--- config.mk ---
export PLATFORM = sky130hd
export DESIGN_NAME = regfile_port_sequencer
export DESIGN_NICKNAME = d
export VERILOG_FILES = /design/src/rtl/regfile_port_sequencer_pkg.sv /design/src/rtl/regfile_port_sequencer_arb.sv /design/src/rtl/regfile_port_sequencer.sv
export SDC_FILE = /design/constraint.sdc
export NUM_CORES = 1
export LEC_CHECK = 0
export BUFFER_PORTS_ARGS = -buffer_cell sky130_fd_sc_hd__buf_2
export CAP_MARGIN = 20
export CELL_PAD_IN_SITES_DETAIL_PLACEMENT = 0
export CELL_PAD_IN_SITES_GLOBAL_PLACEMENT = 1
export CORE_ASPECT_RATIO = 0.8
export CORE_MARGIN = 4
export CORE_UTILIZATION = 32
export DETAILED_ROUTE_END_ITERATION = 8
export GPL_TIMING_DRIVEN = 0
export HOLD_SLACK_MARGIN = 0.12
export PLACE_DENSITY = 0.78
export SYNTH_ARGS = -nofsm -noshare
export SYNTH_HDL_FRONTEND = slang
export SYNTH_SLANG_ARGS = --single-unit
--- constraint.sdc ---
create_clock -name clk -period 1.8 [get_ports clk]
set_input_delay 0.36 -clock clk [delete_from_list [all_inputs] [get_ports clk]]
set_output_delay 0.36 -clock clk [all_outputs]
set_load 0.01 [all_outputs]
--- src/rtl/regfile_port_sequencer_pkg.sv ---
// Shared definitions for the register-file port sequencer slice.
// Optional feature macro: RF_WB_FWD_EN (accept writeback while a read response is held).
package regfile_pkg;

  localparam int unsigned RF_AW = 5;
  localparam int unsigned RF_DW = 32;

  // Architectural zero register
  localparam logic [RF_AW-1:0] REG_X0 = 5'd0;

  typedef enum logic [2:0] {
    IDLE   = 3'd0,
    ISSUE1 = 3'd1,
    ISSUE2 = 3'd2,
    CAP2   = 3'd3,
    RESP   = 3'd4
  } rf_seq_state_e;

endpackage

--- src/rtl/regfile_port_sequencer_arb.sv ---
// Two-way arbiter used while the sequencer sits in IDLE.
// A fairness token remembers that the last grant went to a write, so a read
// that collides with a stream of writes wins the very next collision.
module rf_port_arb
  import regfile_pkg::*;
#(
  parameter int unsigned WB_FIRST = 1
) (
  input  logic clk,
  input  logic rstn,
  input  logic en,
  input  logic wb_valid,
  input  logic rd_valid,
  output logic wb_grant,
  output logic rd_grant
);

  logic token_r;

  // Pick a winner from the two requesters using the token and the tie-break
  always_comb begin
    wb_grant = 1'b0;
    rd_grant = 1'b0;
    if (en) begin
      if (wb_valid && rd_valid) begin
        if (token_r || (WB_FIRST == 32'd0)) begin
          rd_grant = 1'b1;
        end else begin
          wb_grant = 1'b1;
        end
      end else if (wb_valid) begin
        wb_grant = 1'b1;
      end else if (rd_valid) begin
        rd_grant = 1'b1;
      end else begin
        wb_grant = 1'b0;
        rd_grant = 1'b0;
      end
    end else begin
      wb_grant = 1'b0;
      rd_grant = 1'b0;
    end
  end

  // Token is set by a write grant and cleared by a read grant
  always_ff @(posedge clk or negedge rstn) begin
    if (!rstn) begin
      token_r <= 1'b0;
    end else if (wb_grant) begin
      token_r <= 1'b1;
    end else if (rd_grant) begin
      token_r <= 1'b0;
    end else begin
      token_r <= token_r;
    end
  end

endmodule

--- src/rtl/regfile_port_sequencer.sv ---
// Sequences operand reads and writeback writes onto a single-port register
// file with a 1-cycle registered read. Owns x0 semantics (reads return 0,
// writes are dropped).
// Optional feature macro: RF_WB_FWD_EN -- while a read response is held in
// RESP, a writeback is accepted, performed, and forwarded into matching
// operand registers.
module regfile_port_sequencer
  import regfile_pkg::*;
#(
  parameter int unsigned AW       = RF_AW,
  parameter int unsigned DW       = RF_DW,
  parameter int unsigned WB_FIRST = 1
) (
  input  logic          clk,
  input  logic          rstn,
  input  logic          rd_req_valid,
  output logic          rd_req_ready,
  input  logic [AW-1:0] rs1_addr,
  input  logic [AW-1:0] rs2_addr,
  output logic          rd_rsp_valid,
  input  logic          rd_rsp_ready,
  output logic [DW-1:0] rs1_data,
  output logic [DW-1:0] rs2_data,
  input  logic          wb_valid,
  output logic          wb_ready,
  input  logic [AW-1:0] wb_addr,
  input  logic [DW-1:0] wb_data,
  output logic          rf_we,
  output logic [AW-1:0] rf_addr,
  output logic [DW-1:0] rf_d,
  input  logic [DW-1:0] rf_q
);

  rf_seq_state_e state_r;
  rf_seq_state_e state_nxt_s;
  logic [AW-1:0] rs1_addr_r;
  logic [AW-1:0] rs2_addr_r;
  logic [DW-1:0] rs1_data_r;
  logic [DW-1:0] rs2_data_r;
  logic          arb_en_s;
  logic          wb_grant_s;
  logic          rd_grant_s;

  function automatic logic addr_is_x0(input logic [AW-1:0] a);
    return (a == AW'(REG_X0));
  endfunction

  // Arbitration only happens in IDLE and never while reset is applied
  assign arb_en_s = rstn && (state_r == IDLE);

  rf_port_arb #(
    .WB_FIRST (WB_FIRST)
  ) u_arb (
    .clk      (clk),
    .rstn     (rstn),
    .en       (arb_en_s),
    .wb_valid (wb_valid),
    .rd_valid (rd_req_valid),
    .wb_grant (wb_grant_s),
    .rd_grant (rd_grant_s)
  );

  assign rs1_data = rs1_data_r;
  assign rs2_data = rs2_data_r;

  // Next state plus combinational port/handshake outputs; all forced low in reset
  always_comb begin
    state_nxt_s  = state_r;
    rf_we        = 1'b0;
    rf_addr      = {AW{1'b0}};
    rf_d         = {DW{1'b0}};
    wb_ready     = 1'b0;
    rd_req_ready = 1'b0;
    rd_rsp_valid = 1'b0;
    if (rstn) begin
      case (state_r)
        IDLE: begin
          if (wb_grant_s) begin
            wb_ready = 1'b1;
            rf_addr  = wb_addr;
            rf_d     = wb_data;
            rf_we    = !addr_is_x0(wb_addr);
          end else if (rd_grant_s) begin
            rd_req_ready = 1'b1;
            state_nxt_s  = ISSUE1;
          end else begin
            state_nxt_s = IDLE;
          end
        end
        ISSUE1: begin
          rf_addr     = rs1_addr_r;
          state_nxt_s = ISSUE2;
        end
        ISSUE2: begin
          rf_addr     = rs2_addr_r;
          state_nxt_s = CAP2;
        end
        CAP2: begin
          state_nxt_s = RESP;
        end
        RESP: begin
          rd_rsp_valid = 1'b1;
`ifdef RF_WB_FWD_EN
          if (wb_valid) begin
            wb_ready = 1'b1;
            rf_addr  = wb_addr;
            rf_d     = wb_data;
            rf_we    = !addr_is_x0(wb_addr);
          end else begin
            wb_ready = 1'b0;
          end
`endif
          if (rd_rsp_ready) begin
            state_nxt_s = IDLE;
          end else begin
            state_nxt_s = RESP;
          end
        end
        default: begin
          state_nxt_s = IDLE;
        end
      endcase
    end else begin
      state_nxt_s = IDLE;
    end
  end

  // State register
  always_ff @(posedge clk or negedge rstn) begin
    if (!rstn) begin
      state_r <= IDLE;
    end else begin
      state_r <= state_nxt_s;
    end
  end

  // Operand addresses latch on request accept; data captures follow the 1-cycle RF latency
  always_ff @(posedge clk or negedge rstn) begin
    if (!rstn) begin
      rs1_addr_r <= {AW{1'b0}};
      rs2_addr_r <= {AW{1'b0}};
      rs1_data_r <= {DW{1'b0}};
      rs2_data_r <= {DW{1'b0}};
    end else begin
      if (rd_grant_s) begin
        rs1_addr_r <= rs1_addr;
        rs2_addr_r <= rs2_addr;
      end
      case (state_r)
        ISSUE2: begin
          rs1_data_r <= addr_is_x0(rs1_addr_r) ? {DW{1'b0}} : rf_q;
        end
        CAP2: begin
          rs2_data_r <= addr_is_x0(rs2_addr_r) ? {DW{1'b0}} : rf_q;
        end
        RESP: begin
`ifdef RF_WB_FWD_EN
          // A write landing while the response is held refreshes matching operands
          if (wb_valid && !addr_is_x0(wb_addr)) begin
            if (wb_addr == rs1_addr_r) begin
              rs1_data_r <= wb_data;
            end
            if (wb_addr == rs2_addr_r) begin
              rs2_data_r <= wb_data;
            end
          end
`endif
        end
        default: begin
          rs1_data_r <= rs1_data_r;
          rs2_data_r <= rs2_data_r;
        end
      endcase
    end
  end

endmodule

; ---- After elaboration in Yosys (flattened, before gate mapping)
; Cells that the tools add are included.
; Widths: inputs -> output; s select.
[totals]
reg_bits = 78
input_bits = 84
word_cells = 55
[classes]
eq_ne = 5
n_mux = 36
reduce_logical = 8
[ops]
columns = op, count
row1 = $mux 32, 5
row2 = $mux 1, 24
row3 = $logic_not 5->1, 3
row4 = $pmux 3 s5, 1
row5 = $pmux 5 s3, 1
row6 = $mux 5, 2
row7 = $mux 3, 3
row8 = $eq 3x2->1 const B, 2
row9 = $eq 3x1->1 const B, 1
row10 = $eq 3x3->1 const B, 1
row11 = $logic_not 3->1, 1
row12 = $ne 3x3->1 const B, 1
row13 = $logic_and 1x1->1, 2
row14 = $reduce_bool 2->1, 1
row15 = $logic_not 1->1, 1

; ---- Logic depth before layout (Yosys ltp)
[depth]
ltp_word = 8
depth_mapped = 6
mapped_depth_nobuf = 3

; ---- Hierarchy
; A second synthesis with hierarchy kept.
[unflattened]
hier_cells = 387
hier_area_um2 = 3578.4
[by_module_without_submodules]
columns = mod, instances, cells_per_inst, area_per_inst_um2, seq_area_each_um2
row1 = regfile_port_sequencer, 1, 379, 3517.1, 1926.8
row2 = rf_port_arb, 1, 8, 61.3, 25.0

; ---- Worst setup path before layout
; OpenSTA, ideal clock, no wires.
[synth_timing]
path_type = reg-to-output
startpoint = register state_r[1]
endpoint = output rf_we
t_arrival_ns = 1.349
required_ns = 1.440
slack_ns = 0.091
path_stages_with_launch = 5
n_path_buf = 1
path_cell_list = dfrtp_1 > nor4b_4 > clkbuf_1 > and2_1 > o21a_1
[synth_via]
elab_chain_cells = 6
[synth_rtl]
columns = element, line
row1 = "start, declared", regfile_port_sequencer.sv:34  ; rf_seq_state_e state_r;
row2 = "start signal, assigned", regfile_port_sequencer.sv:133  ; state_r <= state_nxt_s;
row3 = $logic_not 3->1 (*), "regfile_port_sequencer.sv:49, regfile_port_sequencer.sv:76"
row4 = $logic_and 1x1->1, regfile_port_sequencer.sv:49  ; assign arb_en_s = rstn && (state_r == IDLE);
row5 = $mux 1, regfile_port_sequencer_arb.sv:24  ; if (en) begin
row6 = $mux 1, regfile_port_sequencer.sv:78  ; if (wb_grant_s) begin
row7 = $mux 1 (*), regfile_port_sequencer.sv:76  ; case (state_r)
row8 = $mux 1 (*), regfile_port_sequencer.sv:75  ; if (rstn) begin
row9 = "end, declared", regfile_port_sequencer.sv:28  ; output logic rf_we,
; Mark *: on every way between the ends. The rest lies on a longest branch, timed or not.

; ---- Final worst setup path
[layout_timing]
startpoint = register state_r[1]
endpoint = output rf_addr[4]
[layout_via]
elab_chain_cells = 6
elab_cells_between_ends = 8
classes_between = eq/ne (2) / mux (4) / reduce/logical (2)
[layout_rtl]
columns = element, line
row1 = $logic_not 3->1, "regfile_port_sequencer.sv:49, regfile_port_sequencer.sv:76"
row2 = $logic_and 1x1->1, regfile_port_sequencer.sv:49
row3 = $mux 1, regfile_port_sequencer_arb.sv:24
row4 = $mux 5, regfile_port_sequencer.sv:78
row5 = $pmux 5 s3 (*), regfile_port_sequencer.sv:76
row6 = $mux 5 (*), regfile_port_sequencer.sv:75
row7 = "end, declared", regfile_port_sequencer.sv:29  ; output logic [AW-1:0] rf_addr,
; Marked as above.

==> impl_metrics.env <==
export IMPL_status="finished, violations left"
export IMPL_violations="setup timing"
export IMPL_syn_avg_cell_area_um2=9.22
export IMPL_postPlaceCellArea_um2=4710
export IMPL_fmax_mhz=489
export IMPL_pwr_share_comb_pct=35.4
export IMPL_rsz0062_at_grt="yes"
export IMPL_avgRoutedWirePerCell_um=15.5
export IMPL_netlist_instances=386
export IMPL_finalCritPeriodShare_pct=114
export IMPL_crit_path_end_kind="output port"
export IMPL_setup_ws_ns=-0.247
export IMPL_synth_common_cells="128 x nand2_1, 78 x dfrtp_1, 37 x o21ai_0"
export IMPL_slew_headroom_pct=66.9
export IMPL_ys_top_cells_by_area="dfrtp_1 55%, nand2_1 14%, and3_1 5.6%"
export IMPL_boundaryPins=189
export IMPL_io_buffers=188
export IMPL_vdd_drop_max_mv=0.578
export IMPL_synth_largest_area_cell="dfrtp_1"
export IMPL_drt_iter0_drc=145
export IMPL_numCtsBuffers=9
export IMPL_cp_data_arrival_time_ns=1.69
export IMPL_synth_seq_cells=78
export IMPL_die_y_um=102
export IMPL_remaining_drc_errors=0
export IMPL_place_congestion=0.738
export IMPL_synth_edf_count=0
export IMPL_antenna_found_initial=1
export IMPL_ant_nets=0
export IMPL_yosysWarningCount=0
export IMPL_vias=3508
export IMPL_busiest_layer="met2"
export IMPL_nets=684
export IMPL_clk_pin_slew_worst_paths_ns=0.06
export IMPL_antennaDiodeCount=0
export IMPL_worst_pin_slew_ns=0.496
export IMPL_yosysMostFrequentCell="nand2_1"
export IMPL_nFillCells=1067
export IMPL_insertion_delay_ns=0.33
export IMPL_min_from="rs1_addr[0]"
export IMPL_finalWirelength_mm=11.6
export IMPL_holdPathStages=2
export IMPL_drive_gt1_share_pct=46.0
export IMPL_area_growth_pct=52.7
export IMPL_netlist_area_um2=3560
export IMPL_fin_area_um2=5430
export IMPL_rr_startpoint="state_r[1]$_DFFE_PN0P_"
export IMPL_async_flop_share_pct=100
export IMPL_fin_crit_ns=2.05
export IMPL_ys_types=35
export IMPL_ctsRootBufferMaster="clkbuf_16"
export IMPL_worst_path_max_fanout=7
export IMPL_cp_startpoint="state_r[1]$_DFFE_PN0P_"
export IMPL_syn_nets=470
export IMPL_cp_required_ns=1.44
export IMPL_power_density_nw_per_um2=1450
export IMPL_crit_type="reg -> out"
export IMPL_first_pass_iters=4
export IMPL_grt_overflow_total=0
export IMPL_hpwl_mm=8.51
export IMPL_worst_r2r_cell_count=7
export IMPL_use_met2_pct=29.5
export IMPL_cts_sinks=78
export IMPL_synthFlopType="dfrtp_1"
export IMPL_core_um2=10900
export IMPL_pwr_share_clk_pct=26.0
export IMPL_p_leak_nw=2.88
export IMPL_intPower_mw=5.21
export IMPL_finalHoldViolations=0
export IMPL_start_kind="flip-flop"
export IMPL_hold_path_class="in -> reg"
export IMPL_via_per_inst=4.68
export IMPL_grt_total_usage_pct=18.2
export IMPL_stdcell_count=749
export IMPL_die_width_um=126
export IMPL_synth_top_area_share_pct=54.9
export IMPL_seq_power_share_pct=38.6
export IMPL_place_ws_ns=-0.876
export IMPL_tritoncts="built"
export IMPL_initial_core_util_pct=32.7
export IMPL_ys_seq_area_share_pct=54.9
export IMPL_drv_cap=0
export IMPL_post_route_util_pct=49.9
export IMPL_grt_max_degree=35
export IMPL_die_area_um2=12900
export IMPL_p_sw_share_pct=33.9
export IMPL_p_sw_mw=2.67
export IMPL_use_met1_pct=24.2
export IMPL_htree_levels=3
export IMPL_finClkSkew_ns=0.00448
export IMPL_setup_viol_count_final=40
export IMPL_place_inst=719
export IMPL_gr_usage_met3_pct=5.43
export IMPL_grt_pass1_vias=3626
export IMPL_maxSlewViolCount=0
export IMPL_cts_buffer_depth=2
export IMPL_num_rows=34
export IMPL_grt_pass1_wl_mm=18.6
## cells by family after synthesis
kind of cell / Yosys count / share of synthesized area [%]
buf+inv: 32 / 4.54
simple gates: 184 / 24.2
mux: 10 / 4.11
flops: 78 / 54.9
compound gates: 82 / 12.3
## sequential cells by signal, summed over array words and instances (netlist names)
| signal | count |
|---|---|
| rs1_data | 32 |
| rs2_addr_r | 5 |
| u_arb.token_r | 1 |
| rs2_data | 32 |
| rs1_addr_r | 5 |
| state_r | 3 |
## placed cells by master, fill, tap and decap left out, types with 4 or more instances in the layout
cell,count
buf_2,189
clkbuf_1,5
a22oi_1,5
clkbuf_16,9
dfrtp_1,77
and3_1,26
mux2_4,9
buf_4,11
a21oi_2,4
nand2_1,128
o21ai_1,27
o21ai_0,37
buf_6,14
and3_4,6
## layer usage
layer | wire, µm | vias up
li1 | - | 1721
met1 | 5270 | 1663
met2 | 5380 | 106
met3 | 783 | 16
met4 | 143 | 2
met5 | 12 | -
## final timing paths
| kind | endpoint | slack, ns |
|---|---|---|
| max in group asynchronous | state_r[2]$_DFFE_PN0P_ | 0.81 |
| max reg2reg | rs2_addr_r[3]$_DFFE_PN0P_ | 0.08 |
| min reg2reg | rs2_data[31]$_DFFE_PN0N_ | 0.47 |
| max | rf_addr[4] | -0.25 |
| min in group asynchronous | rs2_data[3]$_DFFE_PN0N_ | 0.56 |
| min | rs1_addr_r[0]$_DFFE_PN0P_ | 0.26 |
## power by group through the flow
stage / Sequential, mW / Combinational [mW] / Clock [mW]
2_1_floorplan: 3.35 / 1.06 / 0
3_5_place_dp: 3.07 / 2.64 / 0
6_report: 3.05 / 2.79 / 2.05
3_3_place_gp: 3.04 / 2.56 / 0
4_1_cts: 3.05 / 2.73 / 2.11
5_1_grt: 3.16 / 3.12 / 2.18
## worst max-delay path, cell delays in order, from the launching register on
cell and delay (ns):
dfrtp_1 0.40, nor4b_4 0.28, buf_6 0.16, buf_8 0.12, nand3_2 0.08, a21oi_2 0.16, buf_2 0.15
## what timing repair did
item / 4_1_cts / 5_1_grt
hold buffers: 3 / 0
pin swaps: 5 / 3
endpoints found under the setup margin: 51 / 109
resized for setup: 31 / 39
gates cloned: 1 / 1
buffers inserted: 5 / 4
endpoints found under the hold margin: 54 / 0
## cell type report
cell class,instances,area (µm²),area share [%]
well taps,144,180,3.32
clock inverters,6,110,2.03
multi-input cells,276,1540,28.4
repair buffers,204,1210,22.4
flip-flops and latches,78,1950,35.9
clock buffers,10,229,4.21
plain buffers,30,200,3.68
inverters,1,3.75,0.0691
## through the flow
step	power, mW	setup TNS (ns)	hold slack (ns)
floorplan	4.41	0	0.0644
global placement	5.61	-92.08	0.457
detailed placement	5.71	-33.74	0.349
CTS	7.90	-9.65	0.244
global route	8.46	-10.40	0.243
finish	7.89	-6.80	0.257
Note: power is estimated with default switching activity, not from simulation.
